File: config.mk
export PLATFORM = sky130hd
export DESIGN_NAME = output_controller_flat
export DESIGN_NICKNAME = d
export VERILOG_FILES = /design/src/rtl/polar_ctrl_pkg.sv /design/src/rtl/output_controller_if.sv /design/src/rtl/output_sync_fifo.sv /design/src/rtl/output_controller.sv /design/src/flat_wrapper.sv
export SDC_FILE = /design/constraint.sdc
export NUM_CORES = 1
export LEC_CHECK = 0
export CORE_MARGIN = 4
export CORE_UTILIZATION = 49
export DETAILED_ROUTE_END_ITERATION = 8
export HOLD_SLACK_MARGIN = 0.12
export PLACE_DENSITY = 0.72
export SYNTH_ARGS = -nofsm -noshare
export SYNTH_HDL_FRONTEND = slang
export SYNTH_SLANG_ARGS = --single-unit
File: constraint.sdc
create_clock -name clk -period 2.6 [get_ports clk]
set_clock_uncertainty 0.2 [all_clocks]
set_input_delay 0.78 -clock clk [delete_from_list [all_inputs] [get_ports clk]]
set_output_delay 0.78 -clock clk [all_outputs]
set_load 0.05 [all_outputs]
File: src/rtl/polar_ctrl_pkg.sv
// Shared top-level state codes, default bus widths and the output-side FSM encoding
// for the polar decoder control blocks.
package polar_ctrl_pkg;

  localparam int unsigned DEF_STATE_WIDTH = 10;
  localparam int unsigned DEF_ADDR_WIDTH  = 10;
  localparam int unsigned DEF_DATA_WIDTH  = 8;

  localparam logic [DEF_STATE_WIDTH-1:0] INPUT_STATE  = 10'd4;
  localparam logic [DEF_STATE_WIDTH-1:0] OUTPUT_STATE = 10'd8;

  typedef enum logic [1:0] {
    IDLE  = 2'd0,
    READ  = 2'd1,
    DRAIN = 2'd2,
    DONE  = 2'd3
  } out_fsm_e;

  // Smallest power of two that is >= n.
  function automatic int unsigned pow2_ceil(input int unsigned n);
    int unsigned p;
    p = 1;
    for (int i = 0; i < 31; i++) begin
      if (p < n) p = p << 1;
    end
    return p;
  endfunction

endpackage

File: src/rtl/output_controller_if.sv
// AXI4-Stream master bundle of the output controller.
// OUTPUT_CONTROLLER_FRAME_ID_EN adds the 16-bit tuser frame counter.
interface output_controller_if #(
  parameter int unsigned DATA_WIDTH = 8
);
  logic                  tvalid;
  logic                  tready;
  logic [DATA_WIDTH-1:0] tdata;
  logic                  tlast;
`ifdef OUTPUT_CONTROLLER_FRAME_ID_EN
  logic [15:0]           tuser;

  modport master (output tvalid, output tdata, output tlast, output tuser, input tready);
  modport slave  (input tvalid, input tdata, input tlast, input tuser, output tready);
`else
  modport master (output tvalid, output tdata, output tlast, input tready);
  modport slave  (input tvalid, input tdata, input tlast, output tready);
`endif
endinterface

File: src/rtl/output_sync_fifo.sv
// Power-of-two synchronous FIFO with occupancy count and a one-cycle flush.
module output_sync_fifo #(
  parameter int unsigned DATA_WIDTH = 8,
  parameter int unsigned DEPTH      = 4
) (
  input  logic                   clk,
  input  logic                   reset,
  input  logic                   clear,
  input  logic                   push,
  input  logic [DATA_WIDTH-1:0]  wdata,
  input  logic                   pop,
  output logic [DATA_WIDTH-1:0]  rdata,
  output logic                   full,
  output logic                   empty,
  output logic [$clog2(DEPTH):0] count
);
  localparam int unsigned PW = $clog2(DEPTH);
  localparam int unsigned CW = PW + 1;

  logic [DATA_WIDTH-1:0] mem_q [DEPTH];
  logic [PW-1:0]         wr_ptr_q, rd_ptr_q;
  logic [CW-1:0]         count_q;
  logic                  do_push, do_pop;

  assign empty   = (count_q == '0);
  assign full    = (count_q == CW'(DEPTH));
  assign do_pop  = pop && !empty;
  // A pop frees the slot in the same cycle, so push on full is legal alongside it.
  assign do_push = push && (!full || do_pop);
  assign rdata   = mem_q[rd_ptr_q];
  assign count   = count_q;

  always_ff @(posedge clk) begin
    if (do_push) mem_q[wr_ptr_q] <= wdata;
  end

  always_ff @(posedge clk or posedge reset) begin
    if (reset) begin
      wr_ptr_q <= '0;
      rd_ptr_q <= '0;
      count_q  <= '0;
    end else if (clear) begin
      wr_ptr_q <= '0;
      rd_ptr_q <= '0;
      count_q  <= '0;
    end else begin
      if (do_push) wr_ptr_q <= wr_ptr_q + PW'(1);
      if (do_pop)  rd_ptr_q <= rd_ptr_q + PW'(1);
      case ({do_push, do_pop})
        2'b10:   count_q <= count_q + CW'(1);
        2'b01:   count_q <= count_q - CW'(1);
        default: count_q <= count_q;
      endcase
    end
  end

  overflow_a: assert property (@(posedge clk) disable iff (reset)
    !(push && full && !pop && !clear));

endmodule

File: src/rtl/output_controller.sv
// Streams one frame from the result BRAM to an AXI4-Stream sink while state==OUTPUT_STATE.
// Define OUTPUT_CONTROLLER_FRAME_ID_EN to add a per-frame counter on maxis.tuser.
module output_controller
  import polar_ctrl_pkg::*;
#(
  parameter int unsigned            OUTPUT_LENGTH = 512,
  parameter int unsigned            ADDR_WIDTH    = DEF_ADDR_WIDTH,
  parameter int unsigned            DATA_WIDTH    = DEF_DATA_WIDTH,
  parameter int unsigned            STATE_WIDTH   = DEF_STATE_WIDTH,
  parameter logic [STATE_WIDTH-1:0] OUTPUT_STATE  = STATE_WIDTH'(polar_ctrl_pkg::OUTPUT_STATE),
  parameter int unsigned            BRAM_LATENCY  = 2,
  parameter int unsigned            FIFO_DEPTH    = pow2_ceil(BRAM_LATENCY + 2)
) (
  input  logic                   clk,
  input  logic                   reset,
  input  logic [STATE_WIDTH-1:0] state,
  output logic [ADDR_WIDTH-1:0]  addr_to_bram,
  output logic                   enable_to_bram,
  input  logic [DATA_WIDTH-1:0]  data_from_bram,
  output_controller_if.master    maxis,
  output logic                   done,
  output logic                   error
);
  localparam int unsigned           CW       = $clog2(FIFO_DEPTH) + 1;
  localparam logic [ADDR_WIDTH-1:0] LAST_IDX = ADDR_WIDTH'(OUTPUT_LENGTH - 1);

  out_fsm_e                st_q, st_d;
  logic [ADDR_WIDTH-1:0]   rd_addr_q, tx_count_q;
  logic [BRAM_LATENCY-1:0] infl_q;
  logic [CW-1:0]           infl_cnt, fifo_count;
  logic [CW:0]             occupancy;
  logic [DATA_WIDTH-1:0]   fifo_head;
  logic                    fifo_empty, fifo_full, done_q, error_q;
  logic                    abort, rd_en, last_rd, hs, tlast, idle_entry;

  assign abort = ((st_q == READ) || (st_q == DRAIN)) && (state != OUTPUT_STATE);

  always_comb begin
    infl_cnt = '0;
    for (int i = 0; i < BRAM_LATENCY; i++) infl_cnt = infl_cnt + CW'(infl_q[i]);
  end

  // Credit: every issued read owns a FIFO slot until it is popped.
  assign occupancy = {1'b0, fifo_count} + {1'b0, infl_cnt};
  assign rd_en     = (st_q == READ) && !fifo_full && (occupancy < (CW + 1)'(FIFO_DEPTH));
  assign last_rd   = rd_en && (rd_addr_q == LAST_IDX);

  assign addr_to_bram   = rd_addr_q;
  assign enable_to_bram = rd_en;
  assign done           = done_q;
  assign error          = error_q;

  assign maxis.tvalid = !fifo_empty;
  assign maxis.tdata  = fifo_empty ? '0 : fifo_head;
  assign tlast        = !fifo_empty && (tx_count_q == LAST_IDX);
  assign maxis.tlast  = tlast;
  assign hs           = !fifo_empty && maxis.tready;

  always_comb begin
    st_d = st_q;
    case (st_q)
      IDLE:    if (state == OUTPUT_STATE) st_d = READ;
      READ:    if (abort) st_d = IDLE; else if (last_rd) st_d = DRAIN;
      DRAIN:   if (abort) st_d = IDLE; else if (hs && tlast) st_d = DONE;
      DONE:    if (state != OUTPUT_STATE) st_d = IDLE;
      default: st_d = IDLE;
    endcase
  end

  assign idle_entry = (st_d == IDLE) && (st_q != IDLE);

  output_sync_fifo #(
    .DATA_WIDTH(DATA_WIDTH),
    .DEPTH     (FIFO_DEPTH)
  ) u_fifo (
    .clk  (clk),
    .reset(reset),
    .clear(abort),
    .push (infl_q[BRAM_LATENCY-1]),
    .wdata(data_from_bram),
    .pop  (hs),
    .rdata(fifo_head),
    .full (fifo_full),
    .empty(fifo_empty),
    .count(fifo_count)
  );

  always_ff @(posedge clk or posedge reset) begin
    if (reset) begin
      st_q       <= IDLE;
      rd_addr_q  <= '0;
      tx_count_q <= '0;
      infl_q     <= '0;
      done_q     <= 1'b0;
      error_q    <= 1'b0;
    end else begin
      st_q   <= st_d;
      done_q <= (st_q == DRAIN) && !abort && hs && tlast;
      if (abort) error_q <= 1'b1;
      infl_q <= abort ? '0 : ((infl_q << 1) | BRAM_LATENCY'(rd_en));
      if (idle_entry)  rd_addr_q <= '0;
      else if (rd_en)  rd_addr_q <= rd_addr_q + ADDR_WIDTH'(1);
      if (idle_entry)  tx_count_q <= '0;
      else if (hs)     tx_count_q <= tx_count_q + ADDR_WIDTH'(1);
    end
  end

`ifdef OUTPUT_CONTROLLER_FRAME_ID_EN
  logic [15:0] frame_id_q;

  always_ff @(posedge clk or posedge reset) begin
    if (reset)       frame_id_q <= '0;
    else if (done_q) frame_id_q <= frame_id_q + 16'd1;
  end

  assign maxis.tuser = frame_id_q;
`endif

endmodule
File: src/flat_wrapper.sv
// flat-port wrapper written by rule: the top's interface ports become plain ports
module output_controller_flat import polar_ctrl_pkg::*;
#(
  parameter int unsigned            OUTPUT_LENGTH = 512,
  parameter int unsigned            ADDR_WIDTH    = DEF_ADDR_WIDTH,
  parameter int unsigned            DATA_WIDTH    = DEF_DATA_WIDTH,
  parameter int unsigned            STATE_WIDTH   = DEF_STATE_WIDTH,
  parameter logic [STATE_WIDTH-1:0] OUTPUT_STATE  = STATE_WIDTH'(polar_ctrl_pkg::OUTPUT_STATE),
  parameter int unsigned            BRAM_LATENCY  = 2,
  parameter int unsigned            FIFO_DEPTH    = pow2_ceil(BRAM_LATENCY + 2)
)
  (clk, reset, state, addr_to_bram, enable_to_bram, data_from_bram, done, error, maxis_tvalid, maxis_tdata, maxis_tlast, maxis_tready);
  output_controller_if #(.DATA_WIDTH(DATA_WIDTH)) maxis_i ();
  input  logic clk;
  input  logic reset;
  input  logic [STATE_WIDTH-1:0] state;
  output logic [ADDR_WIDTH-1:0] addr_to_bram;
  output logic enable_to_bram;
  input  logic [DATA_WIDTH-1:0] data_from_bram;
  output logic done;
  output logic error;
  output wire logic [$bits(maxis_i.tvalid)-1:0] maxis_tvalid;
  output wire logic [$bits(maxis_i.tdata)-1:0] maxis_tdata;
  output wire logic [$bits(maxis_i.tlast)-1:0] maxis_tlast;
  input wire logic [$bits(maxis_i.tready)-1:0] maxis_tready;
  assign maxis_tvalid = maxis_i.tvalid;
  assign maxis_tdata = maxis_i.tdata;
  assign maxis_tlast = maxis_i.tlast;
  assign maxis_i.tready = maxis_tready;
  output_controller #(.OUTPUT_LENGTH(OUTPUT_LENGTH), .ADDR_WIDTH(ADDR_WIDTH), .DATA_WIDTH(DATA_WIDTH), .STATE_WIDTH(STATE_WIDTH), .OUTPUT_STATE(OUTPUT_STATE), .BRAM_LATENCY(BRAM_LATENCY), .FIFO_DEPTH(FIFO_DEPTH)) u_core (.clk(clk), .reset(reset), .state(state), .addr_to_bram(addr_to_bram), .enable_to_bram(enable_to_bram), .data_from_bram(data_from_bram), .maxis(maxis_i), .done(done), .error(error));
endmodule
==> results.sh <==
export IMPL_status="complete, but fails checks"
export IMPL_violations="setup timing"
export IMPL_post_place_ws_ps=-521
export IMPL_crit_slowest_cell="dfrtp_1"
export IMPL_final_cell_mix="buf_4, edfxtp_1, dfrtp_1"
export IMPL_yosys_area_top_type="edfxtp_1"
export IMPL_finalCritPeriodShare_pct=105
export IMPL_synth_cell_types=47
export IMPL_cts_tree="yes"
export IMPL_multi_input_area_sq_mm=0.00144
export IMPL_worst_pin_slew_ps=506
export IMPL_path_class="reg2out"
export IMPL_switching_power_mw=1.43
export IMPL_firstDrtPassIters=4
export IMPL_rr_worst_depth=9
export IMPL_die_h_um=88.9
export IMPL_cpLargestDelayFamily="flip-flops"
export IMPL_seqCellArea_sq_mm=0.00179
export IMPL_reg2reg_to="u_core.u_fifo.count[2]"
export IMPL_dpl_hpwl_um=4420
export IMPL_ctsLongestPathBuffers=2
export IMPL_vias=2248
export IMPL_synth_area_sq_mm=0.00321
export IMPL_cp_max_fo=2
export IMPL_p_total_mw=3.86
export IMPL_cts_hold_buf=0
export IMPL_clkLatencyLatePin_ps=340
export IMPL_cts_buffers=9
export IMPL_coreArea_sq_mm=0.00635
export IMPL_power_frac_clock_pct=19.8
export IMPL_cellPowerDensity_mw_per_mm2=866
export IMPL_detail_route_drc_violations=0
export IMPL_hold_path_class="reg2reg"
export IMPL_final_util_pct=70.1
export IMPL_die_x_um=88.9
export IMPL_fmax_ghz=0.367
export IMPL_yosysSeqAreaShare_pct=55.7
export IMPL_setup_ws_ps=-123
export IMPL_finalHoldViolCount=0
export IMPL_synthFlopType="dfrtp_1"
export IMPL_rsz0062_at_grt="true"
export IMPL_seq_power_share_pct=35.4
export IMPL_postSynthCellCount=243
export IMPL_grt_max_degree=34
export IMPL_switching_share_pct=37.1
export IMPL_area_growth_synth_to_final_pct=38.8
export IMPL_cts_root_buf="clkbuf_8"
export IMPL_synth_edff_count=32
export IMPL_placementRows=29
export IMPL_cts_reportedPaths_clkPinSlew_ps=70
export IMPL_async_flop_share_pct=50.8
export IMPL_worstHoldStart="u_core.error"
export IMPL_gp_congestion=0.795
export IMPL_p_leak_nw=1.84
export IMPL_overflow=0
export IMPL_numClockSinks=65
export IMPL_slew_headroom_pct=66.2
export IMPL_drive_gt1_share_pct=35.0
export IMPL_fill_cells=409
export IMPL_dpl_cell_area_sq_mm=0.00393
export IMPL_avgSynthCellArea_sq_um=13.2
export IMPL_first_iter_violations=98
export IMPL_slew_violations=0
export IMPL_min_to="u_core.error"
export IMPL_grt_pass1_vias=2286
export IMPL_io_pins=44
export IMPL_endpoint_kind="primary output"
export IMPL_worst_path_buf_inv=3
export IMPL_antenna_cells=0
export IMPL_routedWlPerCell_um=17.2
export IMPL_crit_chain="ha_2 > ha_4 > nor3b_4 > buf_6 > nand2_4 > inv_4 > buf_12"
export IMPL_die_area_sq_mm=0.00790
export IMPL_internal_power_mw=2.43
export IMPL_holdPathStages=1
export IMPL_synthTopCellsByArea="edfxtp_1, dfrtp_1, mux4_2"
export IMPL_initial_core_util_pct=50.5
export IMPL_routed_wl_um=7110
export IMPL_netlist_area_leader_share_pct=30.0
export IMPL_p_comb_share_pct=44.9
export IMPL_ys_ff_latch=65
export IMPL_synth_fp_nets=278
export IMPL_postRouteAntennaNets=0
export IMPL_grt_pass1_wl_um=11300
export IMPL_h_tree_depth=3
export IMPL_cpPeakStageDelay_ps=400
export IMPL_layout_nets=367
export IMPL_setup_viol=10
export IMPL_worstReg2RegStart="u_core.u_fifo.count[1]"
export IMPL_drv_cap=0
export IMPL_crit_required_ps=1620
export IMPL_design_area_sq_mm=0.00445
export IMPL_grt_use_total_pct=19.3
export IMPL_portBuffers=43
export IMPL_cp_arrival_ps=1740
export IMPL_ir_worst_vdd_mv=0.910
export IMPL_period_needed_ps=2720
export IMPL_viasPerCell=5.43
export IMPL_ys_warn_count=0
export IMPL_rrSetupSlack_ps=20
export IMPL_start_kind="flop"
export IMPL_antenna_found_initial=0
export IMPL_mostFrequentLayoutCell="buf_4"
-- flip-flops by register name, summed over array words and instances, names as in the netlist --
name                    flops
u_core.addr_to_bram        10
u_core.done                 1
u_core.error                1
u_core.infl_q               2
u_core.st_q                 2
u_core.tx_count_q          10
u_core.u_fifo.count         3
u_core.u_fifo.mem_q        32
u_core.u_fifo.rd_ptr_q      2
u_core.u_fifo.wr_ptr_q      2
-- per-layer routing --
metal / vias to the layer above / global-route usage (%) / wire length (um)
met1: 1102 / 26.5 / 3170
met3: 8 / 5.90 / 401
met5: - / 0 / 0
met2: 59 / 29.6 / 3480
li1: 1079 / - / -
met4: 0 / 6.04 / 65
-- Yosys cell counts, types with 2 or more instances --
master,instances
a211oi_1,15
dfrtp_1,33
buf_2,3
or2_2,2
nand3_1,6
xor2_1,9
and3_1,3
nor2b_1,9
a211oi_2,3
nor4_1,4
xnor2_1,13
nand2_1,11
a21oi_1,4
buf_6,4
and2_1,6
mux2i_1,3
edfxtp_1,32
ha_1,13
nand2b_1,2
inv_1,12
nor2_1,13
clkbuf_1,3
nand4_1,7
nor3_1,3
mux4_2,8
-- power by group through the flow --
stage	Combinational (mW)	Clock (mW)	Sequential [mW]
CTS	1.38	0.766	1.34
global route	1.85	0.829	1.38
finish	1.73	0.762	1.36
floorplan	0.898	0	1.35
detailed placement	1.35	0	1.35
global placement	1.32	0	1.34
-- cells by family after synthesis --
| kind of cell | Yosys count | share of synthesized area (%) |
|---|---|---|
| buf+inv | 24 | 3.86 |
| simple gates | 72 | 12.8 |
| flops | 65 | 55.7 |
| compound gates | 35 | 9.36 |
| xor+xnor | 22 | 6.01 |
| fa+ha+maj | 14 | 5.70 |
| mux | 11 | 6.55 |
-- worst max-delay path by stage --
stage	startpoint	to	slack, ps	cells past startpoint
global placement	maxis_tready	u_core.u_fifo.count[2]	-470	8
global route	u_core.infl_q[0]	enable_to_bram	-180	7
finish	u_core.infl_q[1]	enable_to_bram	-120	7
detailed placement	state[3]	u_core.addr_to_bram[7]	-520	6
CTS	u_core.infl_q[1]	enable_to_bram	-130	7
floorplan	maxis_tready	u_core.u_fifo.count[2]	20	7
-- timing repair --
item / CTS / global route
endpoints found under the hold margin: 0 / 0
gates resized for setup: 14 / 43
endpoints found under the setup margin: 34 / 35
gates cloned: 1 / 2
buffers inserted: 3 / 8
pin swaps: 6 / 6
-- layout make-up --
| cell class | instances | area share [%] |
|---|---|---|
| inverters | 13 | 1.21 |
| clock inverters | 5 | 0.703 |
| flip-flops and latches | 65 | 40.2 |
| multi-input cells | 155 | 32.4 |
| clock buffers | 11 | 3.18 |
| well taps | 77 | 2.16 |
| repair buffers | 88 | 20.1 |
-- through the flow --
stage               setup TNS [ps]  hold WS, ps  cells
global placement            -11430          255    384
finish                        -559          271    414
CTS                           -829          275    404
detailed placement          -12450          254    384
global route                 -1140          302    414
floorplan                        0          268    243
Power figures use the tool's default switching activity.
